==> src/rtl/slot_payout_ctrl.sv <==
`default_nettype none
// +----------------------------------------------------------------------------+
// | Module  : slot_payout_ctrl                                                 |
// | Brief   : Credit-gated spin grant, reel-stop settle, win classification    |
// |           and tick-paced credit payout for a three-reel slot machine.      |
// | Revision: 1.0  initial release                                             |
// +----------------------------------------------------------------------------+
module slot_payout_ctrl #(
    parameter int         CREDIT_W      = 8,
    parameter int         START_CREDITS = 10,
    parameter int         BET           = 1,
    parameter int         PAY_PAIR      = 2,
    parameter int         PAY_TRIPLE    = 10,
    parameter int         PAY_JACKPOT   = 50,
    parameter logic [3:0] JACKPOT_SYM   = 4'h7,
    parameter int         START_TMO     = 3,
    parameter int         SETTLE        = 2
) (
    input  logic                CLK,
    input  logic                CLR,
    input  logic [3:0]          reel1,
    input  logic [3:0]          reel2,
    input  logic [3:0]          reel3,
    input  logic [2:0]          reel_run,
    input  logic                spin_req,
    input  logic                tick,
    output logic                spin_go,
    output logic [CREDIT_W-1:0] credits,
    output logic [1:0]          win_code,
    output logic                busy,
    output logic                paying,
    output logic                no_credit
);

    localparam int TMO_W = (START_TMO < 2) ? 1 : $clog2(START_TMO + 1);
    localparam int SET_W = (SETTLE < 2) ? 1 : $clog2(SETTLE + 1);

    localparam logic [CREDIT_W-1:0] C_START   = CREDIT_W'(START_CREDITS);
    localparam logic [CREDIT_W-1:0] C_BET     = CREDIT_W'(BET);
    localparam logic [CREDIT_W-1:0] C_PAY_P   = CREDIT_W'(PAY_PAIR);
    localparam logic [CREDIT_W-1:0] C_PAY_T   = CREDIT_W'(PAY_TRIPLE);
    localparam logic [CREDIT_W-1:0] C_PAY_J   = CREDIT_W'(PAY_JACKPOT);
    localparam logic [CREDIT_W-1:0] C_MAX     = {CREDIT_W{1'b1}};
    localparam logic [CREDIT_W-1:0] C_ONE     = CREDIT_W'(1);
    localparam logic [TMO_W-1:0]    C_TMO_END = TMO_W'(START_TMO);
    localparam logic [SET_W-1:0]    C_SET_END = SET_W'(SETTLE);

    typedef enum logic [2:0] {
        S_IDLE       = 3'd0,
        S_WAIT_START = 3'd1,
        S_SPIN       = 3'd2,
        S_EVAL       = 3'd3,
        S_PAYOUT     = 3'd4
    } state_t;

    state_t              state_q,    state_d;
    logic [CREDIT_W-1:0] credits_q,  credits_d;
    logic [CREDIT_W-1:0] remain_q,   remain_d;
    logic [1:0]          win_code_q, win_code_d;
    logic                spin_go_q,  spin_go_d;
    logic [TMO_W-1:0]    tmo_q,      tmo_d;
    logic [SET_W-1:0]    settle_q,   settle_d;

    logic                w_triple;
    logic                w_pair;
    logic                w_jackpot;
    logic [TMO_W-1:0]    w_tmo_inc;
    logic [SET_W-1:0]    w_settle_inc;

    assign w_triple     = (reel1 == reel2) && (reel2 == reel3);
    assign w_pair       = (reel1 == reel2) || (reel2 == reel3) || (reel1 == reel3);
    assign w_jackpot    = w_triple && (reel1 == JACKPOT_SYM);
    assign w_tmo_inc    = tmo_q + TMO_W'(1);
    assign w_settle_inc = settle_q + SET_W'(1);

    always_comb begin
        state_d    = state_q;
        credits_d  = credits_q;
        remain_d   = remain_q;
        win_code_d = win_code_q;
        spin_go_d  = 1'b0;
        tmo_d      = tmo_q;
        settle_d   = settle_q;

        case (state_q)
            S_IDLE: begin
                if (spin_req && (credits_q >= C_BET)) begin
                    credits_d  = credits_q - C_BET;
                    spin_go_d  = 1'b1;
                    win_code_d = 2'd0;
                    tmo_d      = '0;
                    state_d    = S_WAIT_START;
                end
            end
            S_WAIT_START: begin
                // Timeout covers reels whose latched target already equals their position.
                if (reel_run != 3'b000) begin
                    settle_d = '0;
                    state_d  = S_SPIN;
                end else if (tick) begin
                    tmo_d = w_tmo_inc;
                    if (w_tmo_inc >= C_TMO_END) begin
                        settle_d = '0;
                        state_d  = S_SPIN;
                    end
                end
            end
            S_SPIN: begin
                if (reel_run == 3'b000) begin
                    settle_d = w_settle_inc;
                    if (w_settle_inc >= C_SET_END) begin
                        state_d = S_EVAL;
                    end
                end else begin
                    settle_d = '0;
                end
            end
            S_EVAL: begin
                if (w_jackpot) begin
                    win_code_d = 2'd3;
                    remain_d   = C_PAY_J;
                end else if (w_triple) begin
                    win_code_d = 2'd2;
                    remain_d   = C_PAY_T;
                end else if (w_pair) begin
                    win_code_d = 2'd1;
                    remain_d   = C_PAY_P;
                end else begin
                    win_code_d = 2'd0;
                    remain_d   = '0;
                end
                state_d = S_PAYOUT;
            end
            S_PAYOUT: begin
                // Countdown continues through saturation so excess credits are discarded.
                if (remain_q == '0) begin
                    state_d = S_IDLE;
                end else if (tick) begin
                    credits_d = (credits_q == C_MAX) ? credits_q : credits_q + C_ONE;
                    remain_d  = remain_q - C_ONE;
                end
            end
            default: state_d = S_IDLE;
        endcase
    end

    always_ff @(posedge CLK) begin
        if (CLR) begin
            state_q    <= S_IDLE;
            credits_q  <= C_START;
            remain_q   <= '0;
            win_code_q <= 2'd0;
            spin_go_q  <= 1'b0;
            tmo_q      <= '0;
            settle_q   <= '0;
        end else begin
            state_q    <= state_d;
            credits_q  <= credits_d;
            remain_q   <= remain_d;
            win_code_q <= win_code_d;
            spin_go_q  <= spin_go_d;
            tmo_q      <= tmo_d;
            settle_q   <= settle_d;
        end
    end

    assign spin_go   = spin_go_q;
    assign credits   = credits_q;
    assign win_code  = win_code_q;
    assign busy      = (state_q != S_IDLE);
    assign paying    = (state_q == S_PAYOUT);
    assign no_credit = (credits_q < C_BET);

endmodule
`default_nettype wire
==> config.mk <==
export PLATFORM = sky130hd
export DESIGN_NAME = slot_payout_ctrl
export DESIGN_NICKNAME = d
export VERILOG_FILES = /design/src/rtl/slot_payout_ctrl.sv
export SDC_FILE = /design/constraint.sdc
export NUM_CORES = 1
export LEC_CHECK = 0
export ABC_AREA = 1
export BUFFER_PORTS_ARGS = -buffer_cell sky130_fd_sc_hd__buf_2
export CAP_MARGIN = 40
export CORE_ASPECT_RATIO = 0.75
export CORE_MARGIN = 2
export CORE_UTILIZATION = 55
export DETAILED_ROUTE_END_ITERATION = 8
export PLACE_DENSITY = 0.78
export REMOVE_ABC_BUFFERS = 1
export SYNTH_ARGS = -nofsm -noshare
export SYNTH_HDL_FRONTEND = slang
export SYNTH_SLANG_ARGS = --single-unit
==> constraint.sdc <==
create_clock -name CLK -period 1.65 [get_ports CLK]
set_input_delay 0.33 -clock CLK [delete_from_list [all_inputs] [get_ports CLK]]
set_output_delay 0.33 -clock CLK [all_outputs]
set_load 0.01 [all_outputs]
==> impl_metrics.json <==
{
  "drc": 0,
  "cp_max_fo": 2,
  "fin_crit_sh_pct": 102.6,
  "placed_area_um2": 2270,
  "worstMarginPinSlew_ns": 0.3317,
  "synth_common_cells": "120 x nand2_1, 48 x inv_1, 44 x nor2_1, 33 x nand3_1, 26 x dfxtp_1",
  "place_ws_ns": 0.02175,
  "ys_top_cells_by_area": "dfxtp_1 26%, nand2_1 22%, inv_1 8.8%, nand3_1 8.1%, nor2_1 8.1%",
  "gp_congestion": 0.8412,
  "antenna_found_initial": 0,
  "yosysUniqueCellTypes": 28,
  "setup_ws_ns": -0.04360,
  "violations": "negative setup slack",
  "die_h_um": 56.72,
  "r2r_slack_ns": -0.04,
  "synth_top_area_share_pct": 25.54,
  "setup_viol": 6,
  "fin_crit_ns": 1.694,
  "r2r_start": "credits[0]",
  "max-cap-violations": 0,
  "cp-startpoint": "credits[0]",
  "grt_pass1_wl_mm": 8.721,
  "vdd_drop_max_mv": 0.6887,
  "ff_latch_area_um2": 529.3,
  "clk_path_buf_depth": 2,
  "dr.pass1.iters": 5,
  "synthCells": 348,
  "hold-worst-slack_ns": 0.3547,
  "drt-total-wl_mm": 5.804,
  "fillCellCount": 293,
  "die_w_um": 74.29,
  "dp_hpwl_mm": 3.543,
  "syn_to_final_growth_pct": 28.36,
  "p_leak_nw": 1.373,
  "clk_pin_slew_ns": 0.10,
  "vias": 2411,
  "grt_max_degree": 16,
  "status": "finished with violations",
  "min_from": "CLR",
  "pwr_density_cell_nw_per_um2": 1101,
  "synth.yosys.seq_area_share_pct": 25.54,
  "async_reset_ff_share_pct": 0,
  "n_antenna_cell": 0,
  "synth.most_common_cell": "nand2_1",
  "design.die.area_um2": 4214,
  "design_area_um2": 2616,
  "grt_setup_unrepaired": "yes",
  "clock_sinks": 26,
  "ant_nets": 0,
  "cts-htree-levels": 1,
  "required_ns": 1.32,
  "report.final.slew_viol_count": 0,
  "slowest_delay_ns": 0.37,
  "crit_path_cell_trace": "inv_4, ha_4, inv_2, nor3_4, nand2_2, nor2_2, buf_2",
  "hold_violations": 0,
  "avgRoutedWirePerCell_um": 12.76,
  "crit_type": "reg2out",
  "via_per_inst": 5.299,
  "fmax_mhz": 590.5,
  "endpoint_kind": "primary output",
  "grt-ovfl-total": 0,
  "setup-tns-final_ns": -0.1302,
  "boundaryPins": 33,
  "cts_root_buf": "clkbuf_8",
  "synthFlopType": "dfxtp_1",
  "maxSlewHeadroom_pct": 77.65,
  "grtUsageTotal_pct": 25.90,
  "hold_depth": 2,
  "grt_pass1_vias": 1997,
  "yosysWarnings": 0,
  "ys_ff_latch": 26,
  "cts_buffers": 3,
  "cp_slowest_cell": "dfxtp_4",
  "numPortBuffers": 32,
  "multiInputGateArea_um2": 1420,
  "nets": 429,
  "synth-edff-count": 0,
  "cts_tree": "built",
  "critPathArrivalTime_ns": 1.36,
  "cp-start-kind": "flip-flop",
  "syn_area_per_cell_um2": 5.857,
  "core-area_um2": 3613,
  "yosysTopAreaCell": "dfxtp_1",
  "rows": 19,
  "reg2regPathDepth": 12,
  "clk_latency_ns": 0.28,
  "clock_skew_ns": 0.01152,
  "drive_gt1_share_pct": 26.55,
  "synthesis.area_um2": 2038,
  "dr.first_iter.drc_count": 177,
  "worst_hold_path_type": "in2reg",
  "initial_utilization_pct": 56.41
}
## placed cells by master, fill, tap and decap left out, types with 2 or more instances in the layout
master / synthesis / final
a21oi_1: 24 / 18
a21oi_2: 0 / 6
buf_2: 1 / 32
buf_4: 2 / 21
buf_6: 1 / 2
clkbuf_8: 0 / 3
dfxtp_1: 26 / 23
dfxtp_4: 0 / 2
ha_1: 6 / 4
inv_1: 48 / 45
inv_2: 2 / 4
nand2_1: 120 / 108
nand2_2: 2 / 13
nand2_4: 1 / 3
nand3_1: 33 / 30
nand3_2: 1 / 4
nand3_4: 2 / 3
nand4_1: 3 / 3
nor2_1: 44 / 42
nor2_2: 4 / 4
nor2_4: 0 / 2
nor3_1: 2 / 2
o21ai_0: 7 / 7
o21ai_1: 4 / 4
xnor2_1: 2 / 2
xor2_1: 6 / 6
## what timing repair did
| action | in CTS | in global routing |
|---|---|---|
| setup buffers | 10 | 6 |
| endpoints found under the setup margin | 3 | 23 |
| gates cloned | 2 | 1 |
| resized for setup | 12 | 30 |
| hold buffers | 0 | 0 |
| pin swaps | 6 | 15 |
## flip-flops by register name, summed over array words and instances, names as in the netlist
| register | flops |
|---|---|
| remain_q | 8 |
| settle_q | 2 |
| credits | 8 |
| state_q | 3 |
| spin_go | 1 |
| tmo_q | 2 |
| win_code | 2 |
## metrics by stage
| step | power, mW | std cells | utilization (%) |
|---|---|---|---|
| 2_1_floorplan | 1.631 | 341 | - |
| 3_3_place_gp | 1.899 | 433 | 62.81 |
| 3_5_place_dp | 1.930 | 433 | 62.81 |
| 4_1_cts | 2.645 | 449 | 68.35 |
| 5_1_grt | 3.063 | 455 | 72.40 |
| 6_report | 2.879 | 455 | 72.40 |
## cell families (layout without fill, tap and decap cells)
kind of cell | after synthesis | in the layout | share of synthesized area, %
flip-flops | 26 | 26 | 25.54
AO/OA/AOI/OAI | 36 | 36 | 8.963
adder cells (fa/ha/maj) | 6 | 6 | 3.683
XOR/XNOR | 8 | 8 | 3.438
buffers and inverters | 57 | 109 | 11.85
AND/OR/NAND/NOR | 215 | 218 | 46.53
## layout make-up
class                           count  area share (%)
Clock inverter                      1           1.148
Clock buffer                        3           1.578
Sequential cell                    26           20.23
Inverter                           50           7.269
Timing Repair Buffer               55           13.01
Tap cell                           52           2.487
Multi-Input combinational cell    268           54.28
## critical path, delay by kind of cell, from the launching register on
family / cells / cell delay, ns
simple gates: 3 / 0.34
fa+ha+maj: 1 / 0.13
flops: 1 / 0.37
buf+inv: 3 / 0.24
## per-layer routing
metal | vias up | GRT usage (%) | part of all wire, %
li1 | 1202 | - | -
met1 | 1063 | 37.29 | 44
met2 | 126 | 41.07 | 46
met3 | 20 | 5.386 | 8.5
met4 | 0 | 3.061 | 2.0
met5 | - | 0 | 0
## report_power, final
part | switching (mW) | internal [mW] | total, mW
clock network | 0.224 | 0.325 | 0.549
logic | 0.925 | 0.574 | 1.50
registers | 0.102 | 0.729 | 0.831
total | 1.25 | 1.63 | 2.88
## path summary, 6_finish.rpt
kind | to
worst min register to register | tmo_q[1]
worst max-delay path | no_credit
worst max register to register | credits[3]
worst min-delay path | win_code[0]
Power figures use the tool's default switching activity.
